==> src/rtl/carry60s_pkg.sv <==
// Shared constants for the 60 s count-up/countdown timers.
package carry60s_pkg;

  localparam logic [3:0] SEC_MAX_TENS = 4'd5;
  localparam logic [3:0] SEC_MAX_ONES = 4'd9;
  localparam logic [7:0] BCD_ZERO     = 8'h00;
  localparam logic [7:0] BCD_59       = 8'h59;

  function automatic logic bcd_sec_ok(input logic [7:0] v);
    return (v[7:4] <= SEC_MAX_TENS) && (v[3:0] <= SEC_MAX_ONES);
  endfunction

endpackage

==> src/rtl/carry60s_tick.sv <==
// Prescaler: one-cycle tick every CLK_DIV enabled cycles.
module carry60s_tick #(
  parameter int CLK_DIV = 50_000_000,
  parameter int CNT_W   = 26
) (
  input  logic clk,
  input  logic rst_n,
  input  logic en,
  input  logic clr,
  output logic tick
);

  localparam logic [CNT_W-1:0] LAST = CNT_W'(CLK_DIV - 1);

  logic [CNT_W-1:0] r_cnt;
  logic             w_last;

  assign w_last = (r_cnt == LAST);
  assign tick   = en & ~clr & w_last;

  always_ff @(posedge clk or negedge rst_n) begin
    if (!rst_n) begin
      r_cnt <= '0;
    end else if (clr) begin
      r_cnt <= '0;
    end else if (en) begin
      r_cnt <= w_last ? '0 : r_cnt + 1'b1;
    end
  end

endmodule

==> src/rtl/carry60s_top.sv <==
// BCD seconds counter 00..59 with preset and wrap carry.
module carry60s_top
  import carry60s_pkg::*;
#(
  parameter int CLK_DIV = 50_000_000,
  parameter int CNT_W   = 26
) (
  input  logic       clk,
  input  logic       rst_n,
  input  logic       cnt_en,
  input  logic       load,
  input  logic [7:0] load_val,
  output logic [7:0] x,
  output logic       carry
);

  logic [7:0] r_x;
  logic       r_carry;
  logic       w_tick;
  logic [7:0] w_x_nxt;
  logic       w_carry_nxt;

  carry60s_tick #(
    .CLK_DIV(CLK_DIV),
    .CNT_W  (CNT_W)
  ) u_tick (
    .clk  (clk),
    .rst_n(rst_n),
    .en   (cnt_en),
    .clr  (load),
    .tick (w_tick)
  );

  // tick is already masked by load, so the arms are exclusive
  always_comb begin
    w_x_nxt     = r_x;
    w_carry_nxt = 1'b0;
    unique case (1'b1)
      load: begin
        w_x_nxt = bcd_sec_ok(load_val) ? load_val : BCD_ZERO;
      end
      w_tick: begin
        if (r_x[3:0] < SEC_MAX_ONES) begin
          w_x_nxt[3:0] = r_x[3:0] + 4'd1;
        end else if (r_x[7:4] < SEC_MAX_TENS) begin
          w_x_nxt = {r_x[7:4] + 4'd1, 4'd0};
        end else begin
          w_x_nxt     = BCD_ZERO;
          w_carry_nxt = 1'b1;
        end
      end
      default: ;
    endcase
  end

  always_ff @(posedge clk or negedge rst_n) begin
    if (!rst_n) begin
      r_x     <= BCD_ZERO;
      r_carry <= 1'b0;
    end else begin
      r_x     <= w_x_nxt;
      r_carry <= w_carry_nxt;
    end
  end

  assign x     = r_x;
  assign carry = r_carry;

endmodule
==> config.mk <==
export PLATFORM = sky130hd
export DESIGN_NAME = carry60s_top
export DESIGN_NICKNAME = d
export VERILOG_FILES = /design/src/rtl/carry60s_pkg.sv /design/src/rtl/carry60s_tick.sv /design/src/rtl/carry60s_top.sv
export SDC_FILE = /design/constraint.sdc
export NUM_CORES = 1
export LEC_CHECK = 0
export CAP_MARGIN = 40
export CORE_MARGIN = 2
export CORE_UTILIZATION = 50
export DETAILED_ROUTE_END_ITERATION = 12
export GPL_ROUTABILITY_DRIVEN = 0
export PLACE_DENSITY = 0.71
export SYNTH_ARGS = -nofsm -noshare
export SYNTH_HDL_FRONTEND = slang
export SYNTH_SLANG_ARGS = --single-unit
==> constraint.sdc <==
create_clock -name clk -period 2.59 [get_ports clk]
set_input_delay 0.518 -clock clk [delete_from_list [all_inputs] [get_ports clk]]
set_output_delay 0.518 -clock clk [all_outputs]
set_load 0.02 [all_outputs]
* Word-level counts from Yosys, hierarchy flattened
Cells that the tools add are included.
Word-level totals: register bits 35, output and inout port bits 9
Cells by class: add/sub/neg operators 3, order comparisons 4, eq/ne operators 2, multiplexer cells 11, bitwise logic cells 3, reductions and logical operators 4
Operators with widths (count):
- 2-to-1 mux 26 bit | 3
- adder 26 x 1 -> 26 bit, second input constant | 1
- == test 26 bit, second input constant | 1
- 2-to-1 mux 8 bit | 2
- one-hot mux 8 bit (2 select lines) | 1
- adder 4 x 1 -> 4 bit, second input constant | 2
- 2-to-1 mux 4 bit | 2
- less-or-equal comparator 4 x 3 -> 1 bit, second input constant | 1
- less-or-equal comparator 4 bit, second input constant | 1
- less-than comparator 4 x 3 -> 1 bit, second input constant | 1
- less-than comparator 4 bit, second input constant | 1
- nonzero test 2 bit | 2
- 2-to-1 mux 1 bit | 3
- bitwise AND 1 bit | 2
- != test 2 bit, second input constant | 1
- AND reduction 2 bit | 1
- logical AND 1 bit | 1
- NOT 1 bit | 1

* Longest topological paths before layout
Gate-level depths: netlist of the first run.
depth after elaboration 5, depth in mapped cells 8, depth with buffers taken out 7

* By module
Synthesis of the first run repeated with hierarchy kept, for this count alone.
Second synthesis, totals: cell total of the unflattened synthesis 258, area total of the unflattened synthesis 2284.7 µm²
Modules (own cells, without submodules):
- carry60s_tick | instances 1, cells an instance 192, area an instance 1661.6 µm², seq. area each 650.6 µm²
- carry60s_top | instances 1, cells an instance 66, area an instance 623.1 µm², seq. area each 225.2 µm²

* Worst setup path after synthesis of the first run
OpenSTA, ideal clock, no wires.
path type register -> register, from reg u_tick.r_cnt[0], to reg r_x[1] (netlist: x[1]), arrival time 1.792 ns, setup slack 0.674 ns, stages on the path, launching flop included 8, period minus slack after synthesis 1.916 ns, cell sequence dfrtp_1 > ha_1 > nand4_2 > nor4_4 > and3_1 > buf_2 > nor3_1 > a211o_1
Between the ends: word-level cells in the longest chain between the ends 3
Ends and longest elaborated chain:
- start, declared | RTL line carry60s_tick.sv:15 | logic [CNT_W-1:0] r_cnt;
- start signal, assigned | RTL line carry60s_tick.sv:27 | r_cnt <= w_last ? '0 : r_cnt + 1'b1;
- == test 26 bit (*) | RTL line carry60s_tick.sv:18 | assign w_last = (r_cnt == LAST);
- bitwise AND 1 bit (*) | RTL line carry60s_tick.sv:19 | assign tick = en & ~clr & w_last;
- one-hot mux 8 bit (2 select lines) or nonzero test 2 bit (tied branches)
- end signal, assigned | RTL line carry60s_top.sv:61 | r_x <= w_x_nxt;
- end, declared | RTL line carry60s_top.sv:17 | logic [7:0] r_x;
Mark *: on every way between the ends. The rest lies on a longest branch, timed or not. A chain may end at the register's enable or synchronous reset.

* Worst setup path in the final report of the first run
from reg u_tick.r_cnt[0], to reg u_tick.r_cnt[5]
Between the ends: word-level cells in the longest chain between the ends 4
Ends and longest elaborated chain:
- adder 26 x 1 -> 26 bit or == test 26 bit (tied branches) | RTL line carry60s_tick.sv:27, carry60s_tick.sv:18
- 2-to-1 mux 26 bit (*) | RTL line carry60s_tick.sv:27
- 2-to-1 mux 26 bit (*) | RTL line carry60s_tick.sv:26 | end else if (en) begin
- 2-to-1 mux 26 bit (*) | RTL line carry60s_tick.sv:24 | end else if (clr) begin
Mark *: on every way between the ends. The rest lies on a longest branch, timed or not. The select of a mux whose other input is x is not followed.

==> impl_metrics.csv, run 1 <==
group,metric,value,unit
run_status,status,"complete, no violations",
final_layout,fin_nets,285,
floorplan,ios,21,
worst_setup_path,cp_max_fo,16,
power,p_clk_share,35.8,%
detailed_routing,wl_met1,2.40,mm
power,p_sw,0.277,mW
detailed_routing,top_layer_used,"met4",
power,irDropWorstVdd,332,µV
clock_tree,clk_latency,290,ps
power,total_power,1.07,mW
synth,yosys_most_used_dff,"dfrtp_1",
timing,hold_viol_final,0,
detailed_routing,wl_met3,181,µm
global_route,grt_max_degree,36,
floorplan,die_w,69.4,µm
detailed_routing,dr.pass1.iters,4,
floorplan,die_h,69.4,µm
synth,synth_top_area_share,41.0,%
synth,yosysWarningCount,0,
min_path,hold_path.class,"reg2reg",
synth,synth_commonest_cells,"nand3_1 (47), dfrtp_1 (35), nand2_1 (25)",
timing,clock_skew,12.5,ps
worst_setup_path,max_stage_delay,480,ps
floorplan,fp-row-count,23,
clock_tree,ctsHtreeMaxLevel,2,
detailed_routing,drc,0,
synth,netlist_instances,247,
synth,async_reset_ff_share,100,%
clock_tree,cts_root_buf,"clkbuf_8",
clock_tree,clkTransAtPathRegs,60,ps
synth,synth_most_common_cell,"nand3_1",
global_route,antenna_found_initial,0,
clock_tree,cts_resized,0,
final_layout,n_antenna_cell,0,
global_route,grt_pass1_wl,8.84,mm
floorplan,dieArea,4810,µm²
placement,numPortBuffers,20,
worst_setup_path,cp_cell_sequence,"ha_1 -> nand4_2 -> nor4_4 -> a31o_2 -> o22ai_1 -> a21o_1",
power,pwr-share-comb,11.1,%
timing,finalSetupViolCount,0,
detailed_routing,avgRoutedWirePerCell,15.5,µm
timing,finalSetupTns,0,ps
worst_setup_path,cp_slowest_cell,"nor4_4",
clock_tree,cts_hold_buf,0,
power,swShare,25.8,%
power,power_frac_seq,53.0,%
timing,rsz0062_at_grt,"no",
timing,period_minus_slack,2240,ps
global_route,grt_pass1_vias,1841,
timing,drv_slew,0,
detailed_routing,dr_wl_met2,2.26,mm
synth,yosys.area.top_type,"dfrtp_1",
synth,ys_seq_elements,35,
timing,fmax,0.447,GHz
worst_setup_path,critPathRequiredTime,2770,ps
floorplan,fp.coreArea,4060,µm²
clock_tree,clk_path_buf_depth,2,
clock_tree,numCtsBuffers,5,
detailed_routing,drt_wl_total,4.96,mm
timing,finalCritPeriodShare,86.5,%
synth,yosysSeqAreaShare,41.0,%
worst_setup_path,r2r_start,"u_tick.r_cnt[0]",
detailed_routing,antenna_left,0,
global_route,overflow,0,
timing,worst_pin_slew,592,ps
power,p_leak,1.01,nW
detailed_routing,drtIter0Drc,157,
final_layout,drive_gt1_share,6.69,%
clock_tree,cts_tree,"built",
worst_setup_path,crit_path_end_kind,"flip-flop",
placement,placed_cells,311,
worst_setup_path,criticalPathCategory,"reg2reg",
synth,syn_avg_cell_area,8.65,µm²
worst_setup_path,worst-path-buf-inv,0,
job,maxCapViolations,0,
power,power.internal,0.796,mW
final_layout,syn_to_final_growth,15.2,%
synth,synth_area_leaders,"dfrtp_1 (41%), nand3_1 (11%), nand2_1 (4.4%), or3_1 (4.1%), ha_1 (2.9%)",
synth,synth_area,2140,µm²
detailed_routing,vias,1941,
power,powerDensity,436,nW/µm²
min_path,hp-start,"u_tick.r_cnt[0]",
worst_setup_path,critical_path.top_delay_family,"compound AO/OA/AOI/OAI gates",
final_layout,fin_util,60.6,%
floorplan,start_util,52.6,%
detailed_routing,post_drt_via_cell_ratio,6.08,
timing,relSlewSlack,60.5,%
synth,synth_nets,264,
worst_setup_path,cp.arrival,2420,ps
clock_tree,clock-sinks,35,
final_layout,stdcell_count,319,
synth,synth_edf_count,0,
global_route,track_usage,22.5,%
placement,place.detailed.hpwl,3.48,mm
worst_setup_path,startpoint,"u_tick.r_cnt[0]",
worst_setup_path,start_kind,"flip-flop",
clock_tree,post-cts-setup-buffer-count,0,
synth,ys_types,46,
[metrics by stage]
step                hold WS (ps)  setup WS [ps]  instance area [µm²]
detailed placement           537            383                 2380
global route                 582            244                 2460
finish                       549            350                 2460
floorplan                    222            674                 2140
CTS                          545            389                 2460
global placement             526            394                 2380
[final timing paths]
kind                              endpoint  depth (start not counted)  slack [ps]
min in group asynchronous             x[3]                          2         630
min                        u_tick.r_cnt[0]                          1         550
min reg2reg                u_tick.r_cnt[0]                          1         550
max reg2reg                u_tick.r_cnt[5]                          6         350
max                        u_tick.r_cnt[5]                          6         350
max in group asynchronous  u_tick.r_cnt[9]                          2        1630
[per-layer routing]
| metal | global-route usage [%] | vias to the layer above |
|---|---|---|
| met5 | 0 | - |
| met4 | 10.2 | 0 |
| met3 | 3.92 | 11 |
| met2 | 34.2 | 46 |
| met1 | 31.4 | 924 |
| li1 | - | 960 |
[cell families after synthesis]
logic type               Yosys count  synth area share, %
AND/OR/NAND/NOR                  137                 35.6
XOR/XNOR                           2                0.820
adder cells (fa/ha/maj)            5                 2.93
flip-flops                        35                 41.0
AO/OA/AOI/OAI                     42                 13.9
multiplexers                       2                0.937
buffers and inverters             24                 4.80
[state kept, by name (all words and copies together), names as in the netlist]
signal,count
carry,1
u_tick.r_cnt,26
x,8
[cells in the final DEF (no fill, tap or decap), types with 3 or more instances in the layout]
cell type        Yosys  final
nand4_1              8      8
o311ai_1             4      4
nand3_1             47     47
dfrtp_1             35     35
inv_1               14     14
a21oi_1              9      9
and3_1               5      5
nand2_1             25     25
nor2_1              14     14
o21ai_0              4      4
o21ai_1              5      5
or3_1               14     14
and2_1               3      3
clkbuf_8             0      5
ha_1                 5      5
nor4_1               4      4
clkdlybuf4s50_1      0     20
a211oi_1             3      3
buf_4                0      4
[area by class of cell]
type                       instances  area, µm²
timing repair buffer              24        230
multi-input combinational        188       1160
fill                             368       1600
inverter                          14       52.6
clock buffer                       7       76.3
sequential                        35        876
tap                               50       62.6
clock inverter                     1       5.00
[power groups by stage]
| stage | combinational [mW] | clock, mW | sequential, mW |
|---|---|---|---|
| 2_1_floorplan | 0.0515 | 0 | 0.586 |
| 3_3_place_gp | 0.119 | 0 | 0.579 |
| 3_5_place_dp | 0.121 | 0 | 0.579 |
| 4_1_cts | 0.121 | 0.399 | 0.569 |
| 5_1_grt | 0.134 | 0.421 | 0.571 |
| 6_report | 0.119 | 0.385 | 0.569 |
Note: power is estimated with default switching activity, not from simulation.
==> inputs of run 2 (changes only) <==
--- a/config.mk
+++ b/config.mk
@@ -10,6 +10,7 @@
 export CORE_UTILIZATION = 50
 export DETAILED_ROUTE_END_ITERATION = 12
 export GPL_ROUTABILITY_DRIVEN = 0
+export MAX_ROUTING_LAYER = met4
 export PLACE_DENSITY = 0.71
 export SYNTH_ARGS = -nofsm -noshare
 export SYNTH_HDL_FRONTEND = slang
==> run 2 against run 1 <==
  * Flip-flop and latch count stayed put
  * Maximum frequency is 0.42% higher
  * Clock power hardly changed
  * Combinational power hardly changed
  * Worst setup slack better by 9.4 ps
  * Register-to-register slack hardly changed
  * Global-route usage is 0.67 points higher
==> impl_metrics.csv, run 2 (synthesis results as in run 1) <==
group,metric,value,unit
clock_tree,clk_latency,290,ps
placement,placed_cells,311,
floorplan,die_w,69.4,µm
global_route,antenna_found_initial,0,
power,p_clk_share,35.9,%
global_route,grt_pass1_wl,8.85,mm
floorplan,start_util,52.6,%
timing,worst_pin_slew,584,ps
worst_setup_path,cp.arrival,2410,ps
floorplan,die_h,69.4,µm
timing,relSlewSlack,61.1,%
placement,place.detailed.hpwl,3.48,mm
final_layout,drive_gt1_share,6.69,%
worst_setup_path,critPathRequiredTime,2770,ps
global_route,grt_pass1_vias,1837,
timing,finalSetupViolCount,0,
power,swShare,25.9,%
power,irDropWorstVdd,332,µV
final_layout,stdcell_count,319,
clock_tree,post-cts-setup-buffer-count,0,
timing,finalSetupTns,0,ps
min_path,hold_path.class,"reg2reg",
worst_setup_path,cp_max_fo,16,
clock_tree,cts_root_buf,"clkbuf_8",
global_route,track_usage,23.2,%
final_layout,final_cell_area,2460,µm²
floorplan,fp.coreArea,4060,µm²
power,power_frac_seq,53.0,%
final_layout,largest_register_ffs,26,
clock_tree,cts_resized,0,
floorplan,fp-row-count,23,
clock_tree,ctsHtreeMaxLevel,2,
clock_tree,cts_hold_buf,0,
detailed_routing,drtIter0Drc,160,
final_layout,n_antenna_cell,0,
job,maxCapViolations,0,
timing,clock_skew,12.8,ps
run_status,status,"complete, no violations",
clock_tree,clock-sinks,35,
global_route,overflow,0,
worst_setup_path,criticalPathCategory,"reg2reg",
timing,hold_viol_final,0,
power,power.internal,0.796,mW
final_layout,final_cell_mix,"nand3_1 (47), dfrtp_1 (35), nand2_1 (25)",
timing,rsz0062_at_grt,"no",
detailed_routing,avgRoutedWirePerCell,15.7,µm
final_layout,layout_commonest_cell,"nand3_1",
clock_tree,clk_path_buf_depth,2,
timing,period_minus_slack,2230,ps
floorplan,dieArea,4810,µm²
global_route,grt_max_degree,36,
power,p_leak,1.01,nW
detailed_routing,drt_wl_total,5.00,mm
clock_tree,clkTransAtPathRegs,60,ps
clock_tree,numCtsBuffers,5,
power,pwr-share-comb,11.1,%
detailed_routing,post_drt_via_cell_ratio,6.03,
timing,finalCritPeriodShare,86.1,%
worst_setup_path,crit_path_end_kind,"flip-flop",
placement,placed_area,2380,µm²
final_layout,largest-register,"u_tick.r_cnt",
final_layout,syn_to_final_growth,15.2,%
timing,drv_slew,0,
timing,fmax,0.448,GHz
floorplan,ios,21,
detailed_routing,antenna_left,0,
clock_tree,cts_tree,"built",
detailed_routing,vias,1924,
final_layout,fin_nets,285,
detailed_routing,drc,0,
power,p_sw,0.278,mW
power,powerDensity,436,nW/µm²
worst_setup_path,start_kind,"flip-flop",
detailed_routing,dr.pass1.iters,4,
placement,numPortBuffers,20,
[run 2: cell counts in the layout (fill, tap and decap cells not counted)]
Identical to the previous run, type by type.
[run 2: power by group through the flow]
stage / combinational (mW) / clock (mW) / sequential (mW)
finish: 0.120 / 0.385 / 0.569
global route: 0.134 / 0.421 / 0.571
CTS: 0.121 / 0.399 / 0.569
detailed placement: 0.121 / 0 / 0.579
global placement: 0.119 / 0 / 0.579
floorplan: 0.0515 / 0 / 0.586
[run 2: worst paths after layout]
check,startpoint,endpoint,slack [ps],depth (start not counted)
max,u_tick.r_cnt[0],u_tick.r_cnt[5],360,6
min,u_tick.r_cnt[0],u_tick.r_cnt[0],540,1
max reg2reg,u_tick.r_cnt[0],u_tick.r_cnt[5],360,6
min reg2reg,u_tick.r_cnt[0],u_tick.r_cnt[0],540,1
max in group asynchronous,rst_n,u_tick.r_cnt[21],1620,2
min in group asynchronous,rst_n,x[3],630,2
[run 2: worst max-delay path, stage by stage, from the launching register on]
cell and delay [ps]:
dfrtp_1 410, ha_1 250, nand4_2 210, nor4_4 470, a31o_2 450, o22ai_1 140, a21o_1 190
[run 2: layer usage]
metal  up-vias  wire length (µm)  global-route usage [%]
li1        960                 -                       -
met1       918              2420                    31.5
met2        35              2310                    34.2
met3        11               154                    3.92
met4         0               120                    10.2
met5         -                 0                       -
[run 2: layout make-up]
class                      instances  area, µm²
multi-input combinational        188       1160
fill                             368       1600
timing repair buffer              24        230
clock buffer                       7       76.3
inverter                          14       52.6
tap                               50       62.6
clock inverter                     1       5.00
sequential                        35        876
[run 2: per-stage QoR]
stage	hold WS, ps	total power [mW]	util, %	setup WS [ps]
detailed placement	537	0.700	58.6	383
global placement	526	0.698	58.6	394
CTS	545	1.09	60.6	389
finish	542	1.07	60.6	360
floorplan	222	0.637	-	674
global route	582	1.13	60.6	244
==> inputs of run 3 (changes only) <==
--- a/config.mk
+++ b/config.mk
@@ -5,6 +5,7 @@
 export SDC_FILE = /design/constraint.sdc
 export NUM_CORES = 1
 export LEC_CHECK = 0
+export ABC_CLOCK_PERIOD_IN_PS = 2590
 export CAP_MARGIN = 40
 export CORE_MARGIN = 2
 export CORE_UTILIZATION = 50
==> results of run 3 <==
Same layout as run 2: the final DEF is identical, and so are final timing and power.
